$ cat src/rtl/shift_word_rx.sv
// shift_word_rx: serial-to-parallel word receiver, bit 0 first, one-deep holding register.
// Define SHIFT_WORD_RX_PARITY_EN to append an odd-parity bit to every frame.
module shift_word_rx #(
  parameter int WIDTH = 36
) (
  input  logic             clk,
  input  logic             resetN,
  input  logic             serBit,
  input  logic             serStrobe,
  input  logic             serStart,
  output logic [0:WIDTH-1] wordOut,
  output logic             wordValid,
  input  logic             wordTaken,
  output logic             busy,
  output logic             overrun,
  output logic             framingErr,
  input  logic             clrErr,
  output logic             parityErr
);

  localparam int CW = $clog2(WIDTH + 1);

  typedef enum logic [1:0] {
    IDLE,
    SHIFT,
    PARITY
  } state_t;

  state_t           state_q;
  logic [CW-1:0]    cnt_q;
  logic [0:WIDTH-1] sh_q;
  logic [0:WIDTH-1] sh_d;
  logic [0:WIDTH-1] word_d;
  logic             last;
  logic             done;
  logic             load;
  logic             fe_ev;
  logic             ov_ev;

  assign sh_d = {sh_q[1:WIDTH-1], serBit};
  assign last = (cnt_q == CW'(WIDTH - 1));

`ifdef SHIFT_WORD_RX_PARITY_EN
  assign word_d = sh_q;
`else
  assign word_d = sh_d;
`endif

  always_comb begin
    fe_ev = 1'b0;
    done  = 1'b0;
    if (serStrobe) begin
      if (state_q == IDLE) fe_ev = ~serStart;
      else                 fe_ev = serStart;
    end
`ifdef SHIFT_WORD_RX_PARITY_EN
    done = serStrobe & ~serStart & (state_q == PARITY);
`else
    done = serStrobe & ~serStart & (state_q == SHIFT) & last;
`endif
    load  = done & (~wordValid | wordTaken);
    ov_ev = done & wordValid & ~wordTaken;
  end

  always_ff @(posedge clk or negedge resetN) begin
    if (!resetN) begin
      state_q    <= IDLE;
      cnt_q      <= '0;
      sh_q       <= '0;
      busy       <= 1'b0;
      wordOut    <= '0;
      wordValid  <= 1'b0;
      overrun    <= 1'b0;
      framingErr <= 1'b0;
    end else begin
      // serStart always (re)starts a frame, in any state
      if (serStrobe) begin
        if (serStart) begin
          state_q <= SHIFT;
          cnt_q   <= CW'(1);
          sh_q    <= sh_d;
          busy    <= 1'b1;
        end else begin
          case (state_q)
            IDLE: ;
            SHIFT: begin
              sh_q  <= sh_d;
              cnt_q <= cnt_q + CW'(1);
              if (last) begin
`ifdef SHIFT_WORD_RX_PARITY_EN
                state_q <= PARITY;
`else
                state_q <= IDLE;
                cnt_q   <= '0;
                busy    <= 1'b0;
`endif
              end
            end
            PARITY: begin
              state_q <= IDLE;
              cnt_q   <= '0;
              busy    <= 1'b0;
            end
            default: begin
              state_q <= IDLE;
              cnt_q   <= '0;
              busy    <= 1'b0;
            end
          endcase
        end
      end

      if (load) begin
        wordOut   <= word_d;
        wordValid <= 1'b1;
      end else if (!done && wordTaken) begin
        wordValid <= 1'b0;
      end

      overrun    <= ov_ev | (overrun & ~clrErr);
      framingErr <= fe_ev | (framingErr & ~clrErr);
    end
  end

`ifdef SHIFT_WORD_RX_PARITY_EN
  always_ff @(posedge clk or negedge resetN) begin
    if (!resetN) parityErr <= 1'b0;
    else if (load) parityErr <= ~(^sh_q ^ serBit);
  end
`else
  assign parityErr = 1'b0;
`endif

endmodule

$ cat config.mk
export PLATFORM = sky130hd
export DESIGN_NAME = shift_word_rx
export DESIGN_NICKNAME = d
export VERILOG_FILES = /design/src/rtl/shift_word_rx.sv
export SDC_FILE = /design/constraint.sdc
export NUM_CORES = 1
export LEC_CHECK = 0
export ABC_CLOCK_PERIOD_IN_PS = 3200
export CAP_MARGIN = 15
export CORE_ASPECT_RATIO = 0.9
export CORE_MARGIN = 8
export CORE_UTILIZATION = 50
export CTS_CLUSTER_DIAMETER = 80
export DETAILED_ROUTE_END_ITERATION = 7
export GPL_ROUTABILITY_DRIVEN = 0
export PLACE_DENSITY = 0.74
export SYNTH_ARGS = -nofsm -noshare
export SYNTH_HDL_FRONTEND = slang
export SYNTH_SLANG_ARGS = --single-unit
$ cat constraint.sdc
create_clock -name clk -period 3.2 [get_ports clk]
set_input_delay 0.48 -clock clk [delete_from_list [all_inputs] [get_ports clk]]
set_output_delay 0.48 -clock clk [all_outputs]
set_load 0.005 [all_outputs]
After elaboration in Yosys (flattened, before gate mapping)
Index checks and enable logic that the tools add are counted.

Output and inout port bits: 41. Logic and storage cells: 51. Register bits after elaboration: 83. Bits of input ports: 7.

Add/subtract/negate cells: 1. Muxes and demuxes: 15. Equality and inequality tests: 4. Reduce and logical (&&, ||, !) cells: 8. Bitwise operators: 15.

Operators by type and width (count): $mux W35 (2); $mux W6 (2); $pmux W6 S2 (1); $and A1 B1 Y1 (8); $add A6 B1 Y6 const B (1); $eq A6 B6 Y1 const B (1); $mux W1 (6); $mux W2 (2); $not A1 Y1 (4); $pmux W2 S2 (1); $reduce_and A2 Y1 (2); $reduce_bool A2 Y1 (2); $ne A3 B3 Y1 const B (1); $or A1 B1 Y1 (3); $reduce_and A3 Y1 (1); $eq A2 B1 Y1 const B (1); $logic_not A2 Y1 (1); $ne A2 B2 Y1 const B (1); $pmux W1 S2 (1); $logic_and A1 B1 Y1 (1); $logic_not A1 Y1 (1).

Longest topological paths before layout
Gate-level depths: netlist of the first run.

Depth in word-level cells: 8. Depth in mapped cells: 7. Mapped depth without buffers: 5.

Worst setup path after synthesis of the first run
No wires, ideal clock.

Path kind: reg2reg. Start: register cnt_q[0]. End: register wordOut[0] in the netlist's numbering. Clock period less this slack: 1620 ps. Arrival: 1495 ps. Buffers on the path: 1. Data required time: 3075 ps. Setup slack: 1580 ps. Library setup time: 125 ps. Stages on the path, launching flop included: 6. Path through: dfrtp_1 ha_1 nor2b_1 nand4_4 buf_6 mux2_4.

Longest elaborated chain between the ends: 3.

Ends and longest elaborated chain: from (decl) (line 30) `logic [CW-1:0] cnt_q;`; from (signal assigned) (line 88) `cnt_q <= cnt_q + CW'(1);`; $eq A6 B6 Y1 (line 41) `assign last = (cnt_q == CW'(WIDTH - 1));`; $and A1 B1 Y1 (line 59) `done = serStrobe & ~serStart & (state_q == SHIFT) & last;`; $and A1 B1 Y1 (line 61) `load = done & (~wordValid | wordTaken);`; to (signal assigned) (line 114) `wordOut <= word_d;`; to (decl) (line 11) `output logic [0:WIDTH-1] wordOut,`.

Every way passes these cells. A chain may end at the register's enable or synchronous reset.

Worst setup path in the final report of the first run
Start: input port serStrobe. End: register wordOut[16] in the netlist's numbering.

Longest elaborated chain between the ends: 4.

Ends and longest elaborated chain: from (decl) (line 9) `input logic serStrobe,`; $and A1 B1 Y1 (3 in series) (line 59); $and A1 B1 Y1 (line 61).

Every way passes these cells.

==> flow_metrics.env, run 1 <==
export IMPL_relSlewSlack_pct=35.0
export IMPL_ant_nets=0
export IMPL_ys_types=28
export IMPL_critPathRequiredTime_ns=3.44
export IMPL_cts_sinks=81
export IMPL_total_power_uw=1970
export IMPL_grt_max_degree=82
export IMPL_cts_made_buffers=9
export IMPL_critPathMaxFanout=26
export IMPL_cp_start_kind="input port"
export IMPL_slew_violations=0
export IMPL_ys_ff_latch=81
export IMPL_wire_per_inst_um=13.9
export IMPL_vias=2068
export IMPL_crit_type="in -> reg"
export IMPL_finalCritPeriodShare_pct=63.4
export IMPL_vdd_ir_drop_max_mv=0.249
export IMPL_final_cell_mix="110 x nand2_1, 81 x dfrtp_1, 45 x clkdlybuf4s50_1"
export IMPL_worstHoldPathType="in -> async"
export IMPL_path_clk_slew_ns=0.08
export IMPL_syn_num_nets=289
export IMPL_place_hpwl_um=3940
export IMPL_grt_pass1_vias=2051
export IMPL_portBuffers=46
export IMPL_dieArea_um2=9490
export IMPL_power_leakage_uw=0.00213
export IMPL_yosysSeqAreaShare_pct=61.2
export IMPL_grt_pass1_wl_um=9960
export IMPL_diodes=0
export IMPL_grt_use_met3_pct=5.27
export IMPL_drcViolationCount=0
export IMPL_syn_avg_cell_area_um2=11.8
export IMPL_ys_warn_count=0
export IMPL_rows=28
export IMPL_syn_area_um2=3310
export IMPL_stdcell_count=423
export IMPL_end_kind="flip-flop"
export IMPL_cp_arrival_ns=2.27
export IMPL_max_freq_mhz=493
export IMPL_final_net_count=337
export IMPL_cts_tree="done"
export IMPL_area_growth_pct=21.9
export IMPL_utilization_pct=62.3
export IMPL_setup_violations=0
export IMPL_status="finished, final reports clean"
export IMPL_period_minus_slack_ns=2.03
export IMPL_cts_resized=0
export IMPL_clockBufferDepth=2
export IMPL_clkLatencyLatePin_ns=0.35
export IMPL_grt_setup_unrepaired="false"
export IMPL_pin_count=48
export IMPL_grt_busiest_layer="met2"
export IMPL_grt_ovfl_total=0
export IMPL_drive_gt1_share_pct=17.7
export IMPL_synth_cells=280
export IMPL_vias_per_cell=4.89
export IMPL_finalClockSkew_ns=0.00852
export IMPL_die_w_um=102
export IMPL_post_cts_buffers=0
export IMPL_drtPass1Iterations=4
export IMPL_grtUsageMet1_pct=18.5
export IMPL_core_area_um2=6480
export IMPL_groute_usage_overall_pct=13.4
export IMPL_antenna_found_initial=0
export IMPL_placed_cells=407
export IMPL_dr_first_iter_drc_count=82
export IMPL_tns_ns=0
export IMPL_drv_cap=0
export IMPL_pwr_density_cell_nw_per_um2=488
export IMPL_htree_levels=3
export IMPL_initial_core_util_pct=51.1
export IMPL_cts_root_buffer_cell="clkbuf_8"
export IMPL_postCtsHoldBufs=0
export IMPL_finalWirelength_um=5870
export IMPL_hold_violations=0
export IMPL_holdWs_ns=0.269
export IMPL_die_y_um=93.2
export IMPL_tightest_slew_ns=0.975
export IMPL_grt_util_met2_pct=18.8
export IMPL_final_common_cell="nand2_1"
kinds of logic (layout without fill, tap and decap cells):
family,count (synthesis),in the layout,share of synthesized area [%]
multiplexers,38,38,16.3
buffers and inverters,18,71,2.91
AND/OR/NAND/NOR,128,128,16.6
AO/OA/AOI/OAI,12,12,2.19
other,1,1,0.113
adder cells (fa/ha/maj),2,2,0.755
flip-flops,81,81,61.2
layer usage:
layer / up-vias / share of wire (%)
li1: 1004 / -
met1: 995 / 49
met2: 60 / 42
met3: 9 / 7.3
met4: 0 / 1.0
met5: - / 0
power breakdown:
part / leakage, µW / switching, µW / internal, µW / total (µW)
logic: 0.000937 / 83.7 / 52.0 / 136
clock network: 0.0000855 / 373 / 309 / 682
registers: 0.00110 / 62.4 / 1090 / 1160
total: 0.00213 / 519 / 1450 / 1970
sequential cells by signal, summed over array words and instances (netlist names):
register and flops:
wordOut 36, busy 1, wordValid 1, sh_q 35, cnt_q 6, overrun 1
framingErr 1
worst max-delay path, stage by stage:
cell,delay [ns]
clkdlybuf4s50_1,0.61
and4bb_1,0.28
nand4_4,0.27
buf_12,0.28
mux2_4,0.32
worst paths after layout:
| kind | start | endpoint | slack, ns | cells past startpoint |
|---|---|---|---|---|
| setup / recovery | serStrobe | wordOut[16]$_DFFE_PN0P_ | 1.17 | 5 |
| min in group clk | sh_q[7]$_DFFE_PN0P_ | sh_q[6]$_DFFE_PN0P_ | 0.49 | 2 |
| setup reg to reg | cnt_q[0]$_DFFE_PN0P_ | wordOut[16]$_DFFE_PN0P_ | 1.24 | 5 |
| hold / removal | resetN | wordOut[27]$_DFFE_PN0P_ | 0.27 | 1 |
| max in group asynchronous | resetN | cnt_q[0]$_DFFE_PN0P_ | 2.29 | 1 |
| hold reg to reg | sh_q[7]$_DFFE_PN0P_ | sh_q[6]$_DFFE_PN0P_ | 0.49 | 2 |
cells in the mapped netlist:
cell type    n  share of area (%)
nand4b_1     1               0.26
and3_1       1               0.19
clkbuf_1     5               0.57
nor3b_1      2               0.45
ha_1         2               0.75
nand4_4      1               0.64
a211o_1      1               0.26
nand2b_1     2               0.38
nor4b_1      1               0.26
conb_1       1               0.11
o21ai_0      6               0.91
buf_4        1               0.23
buf_2        2               0.30
buf_6        3                1.0
mux2i_1      1               0.30
o22ai_1      3               0.57
a22oi_1      2               0.45
nor2b_1      3               0.57
nand2_1    110                 12
nand4_1      1               0.19
buf_1        1               0.11
or3_1        2               0.38
dfrtp_1     81                 61
mux2_4      30                 14
and4bb_1     1               0.38
inv_1        6               0.68
mux2_2       7                2.4
nand3_1      3               0.45
metrics by stage:
stage	area [µm²]	setup slack [ns]
3_5_place_dp	3850	0.793
2_1_floorplan	3310	1.58
4_1_cts	4040	1.17
6_report	4040	1.17
3_3_place_gp	3850	0.855
5_1_grt	4040	0.961
final cells by class:
class / instances / area, µm²
multi-input combinational: 181 / 1200
inverter: 6 / 22.5
fill: 526 / 2440
sequential: 81 / 2030
clock inverter: 6 / 48.8
timing repair buffer: 49 / 493
clock buffer: 10 / 138
tap: 90 / 113
(Power assumes the default switching activity.)
==> run 2: changes to the inputs <==
Settings changed: ABC_CLOCK_PERIOD_IN_PS 3200 to 1900.
Clock period 3.2 ns to 1.9 ns, I/O delays scaled along.
==> flow_metrics.env, run 2 (synthesis gave the netlist of run 1 again) <==
export IMPL_status="finished, final reports clean"
export IMPL_grt_pass1_vias=2145
export IMPL_fin_area_um2=4180
export IMPL_slew_violations=0
export IMPL_power_leakage_uw=0.00221
export IMPL_groute_usage_overall_pct=13.8
export IMPL_cts_resized=0
export IMPL_final_net_count=347
export IMPL_finalCritPeriodShare_pct=94.1
export IMPL_drtPass1Iterations=4
export IMPL_tightest_slew_ns=0.486
export IMPL_htree_levels=3
export IMPL_die_y_um=93.2
export IMPL_die_w_um=102
export IMPL_cts_sinks=81
export IMPL_placed_cells=416
export IMPL_relSlewSlack_pct=67.2
export IMPL_vias=2099
export IMPL_tns_ns=0
export IMPL_setup_violations=0
export IMPL_final_cell_mix="110 x nand2_1, 81 x dfrtp_1, 45 x clkdlybuf4s50_1"
export IMPL_stdcell_count=432
export IMPL_initial_core_util_pct=51.1
export IMPL_finalWirelength_um=5930
export IMPL_critPathMaxFanout=20
export IMPL_rows=28
export IMPL_place_hpwl_um=4030
export IMPL_dieArea_um2=9490
export IMPL_ant_nets=0
export IMPL_core_area_um2=6480
export IMPL_portBuffers=46
export IMPL_clockBufferDepth=2
export IMPL_utilization_pct=64.6
export IMPL_cts_tree="done"
export IMPL_diodes=0
export IMPL_path_clk_slew_ns=0.08
export IMPL_antenna_found_initial=0
export IMPL_grt_setup_unrepaired="false"
export IMPL_vias_per_cell=4.86
export IMPL_cp_arrival_ns=2.02
export IMPL_vdd_ir_drop_max_mv=0.468
export IMPL_worstHoldPathType="in -> async"
export IMPL_grt_pass1_wl_um=10300
export IMPL_drcViolationCount=0
export IMPL_cts_root_buffer_cell="clkbuf_8"
export IMPL_post_dp_cell_area_um2=3950
export IMPL_pwr_density_cell_nw_per_um2=858
export IMPL_total_power_uw=3590
export IMPL_max_freq_mhz=559
export IMPL_pin_count=48
export IMPL_dr_first_iter_drc_count=76
export IMPL_fill_cells=500
export IMPL_largest_reg_flops=36
export IMPL_cp_start_kind="flip-flop"
export IMPL_crit_type="reg -> reg"
export IMPL_grt_max_degree=35
export IMPL_end_kind="flip-flop"
export IMPL_wire_per_inst_um=13.7
export IMPL_drive_gt1_share_pct=19.6
export IMPL_critPathRequiredTime_ns=2.13
export IMPL_final_common_cell="nand2_1"
export IMPL_hold_violations=0
export IMPL_cts_made_buffers=9
export IMPL_area_growth_pct=26.2
export IMPL_clkLatencyLatePin_ns=0.34
export IMPL_period_minus_slack_ns=1.79
export IMPL_finalClockSkew_ns=0.00754
export IMPL_grt_ovfl_total=0
export IMPL_regMostFlops="wordOut"
export IMPL_reg_largest_list="wordOut x36, sh_q x35, cnt_q x6"
export IMPL_drv_cap=0
==> run 2: timing repair <==
action                    in CTS  in global routing
setup buffers                  0                  0
hold buffers                   1                  0
hold endpoints to repair      30                  0
==> run 2: final cells by class <==
type | count | area [µm²] | share of cell area (%)
sequential | 81 | 2030 | 48.4
tap | 90 | 113 | 2.69
timing repair buffer | 59 | 596 | 14.2
multi-input combinational | 181 | 1200 | 28.6
inverter | 6 | 22.5 | 0.538
clock inverter | 4 | 76.3 | 1.82
clock buffer | 11 | 151 | 3.62
==> run 2: final timing paths <==
check / from / to / slack, ns / cells past startpoint
setup / recovery: cnt_q[0]$_DFFE_PN0P_ / wordOut[19]$_DFFE_PN0P_ / 0.11 / 5
min in group clk: sh_q[1]$_DFFE_PN0P_ / sh_q[1]$_DFFE_PN0P_ / 0.49 / 2
hold reg to reg: sh_q[1]$_DFFE_PN0P_ / sh_q[1]$_DFFE_PN0P_ / 0.49 / 2
setup reg to reg: cnt_q[0]$_DFFE_PN0P_ / wordOut[19]$_DFFE_PN0P_ / 0.11 / 5
hold / removal: resetN / wordOut[27]$_DFFE_PN0P_ / 0.41 / 2
max in group asynchronous: resetN / cnt_q[3]$_DFFE_PN0P_ / 0.92 / 3
==> run 2: worst max-delay path, cell delays in order, from the launching register on <==
cell and delay [ns]:
dfrtp_1 0.42, ha_1 0.25, nor2b_1 0.30, nand4_4 0.18, buf_12 0.20, mux2_4 0.31
==> run 2: through the flow <==
step | worst slack (ns) | hold slack [ns]
after global placement | 0.0166 | 0.240
after global routing | 0.0353 | 0.437
after floorplan | 0.280 | -0.0106
after detailed placement | -0.0565 | 0.242
after CTS | 0.121 | 0.412
final | 0.112 | 0.413
==> run 2: where the power goes <==
part	switching (µW)	leakage [µW]	internal [µW]	total [µW]
Clock	589	0.000112	807	1400
Combinational	144	0.000996	101	245
Sequential	108	0.00110	1840	1950
==> run 2: layer usage <==
layer	vias up	part of all wire, %	track usage (%)	wire [µm]
met5	-	0	0	0
met4	0	1.4	5.25	85
met3	10	6.4	4.75	378
met2	47	43	20.4	2540
met1	1013	49	18.3	2920
li1	1029	-	-	-
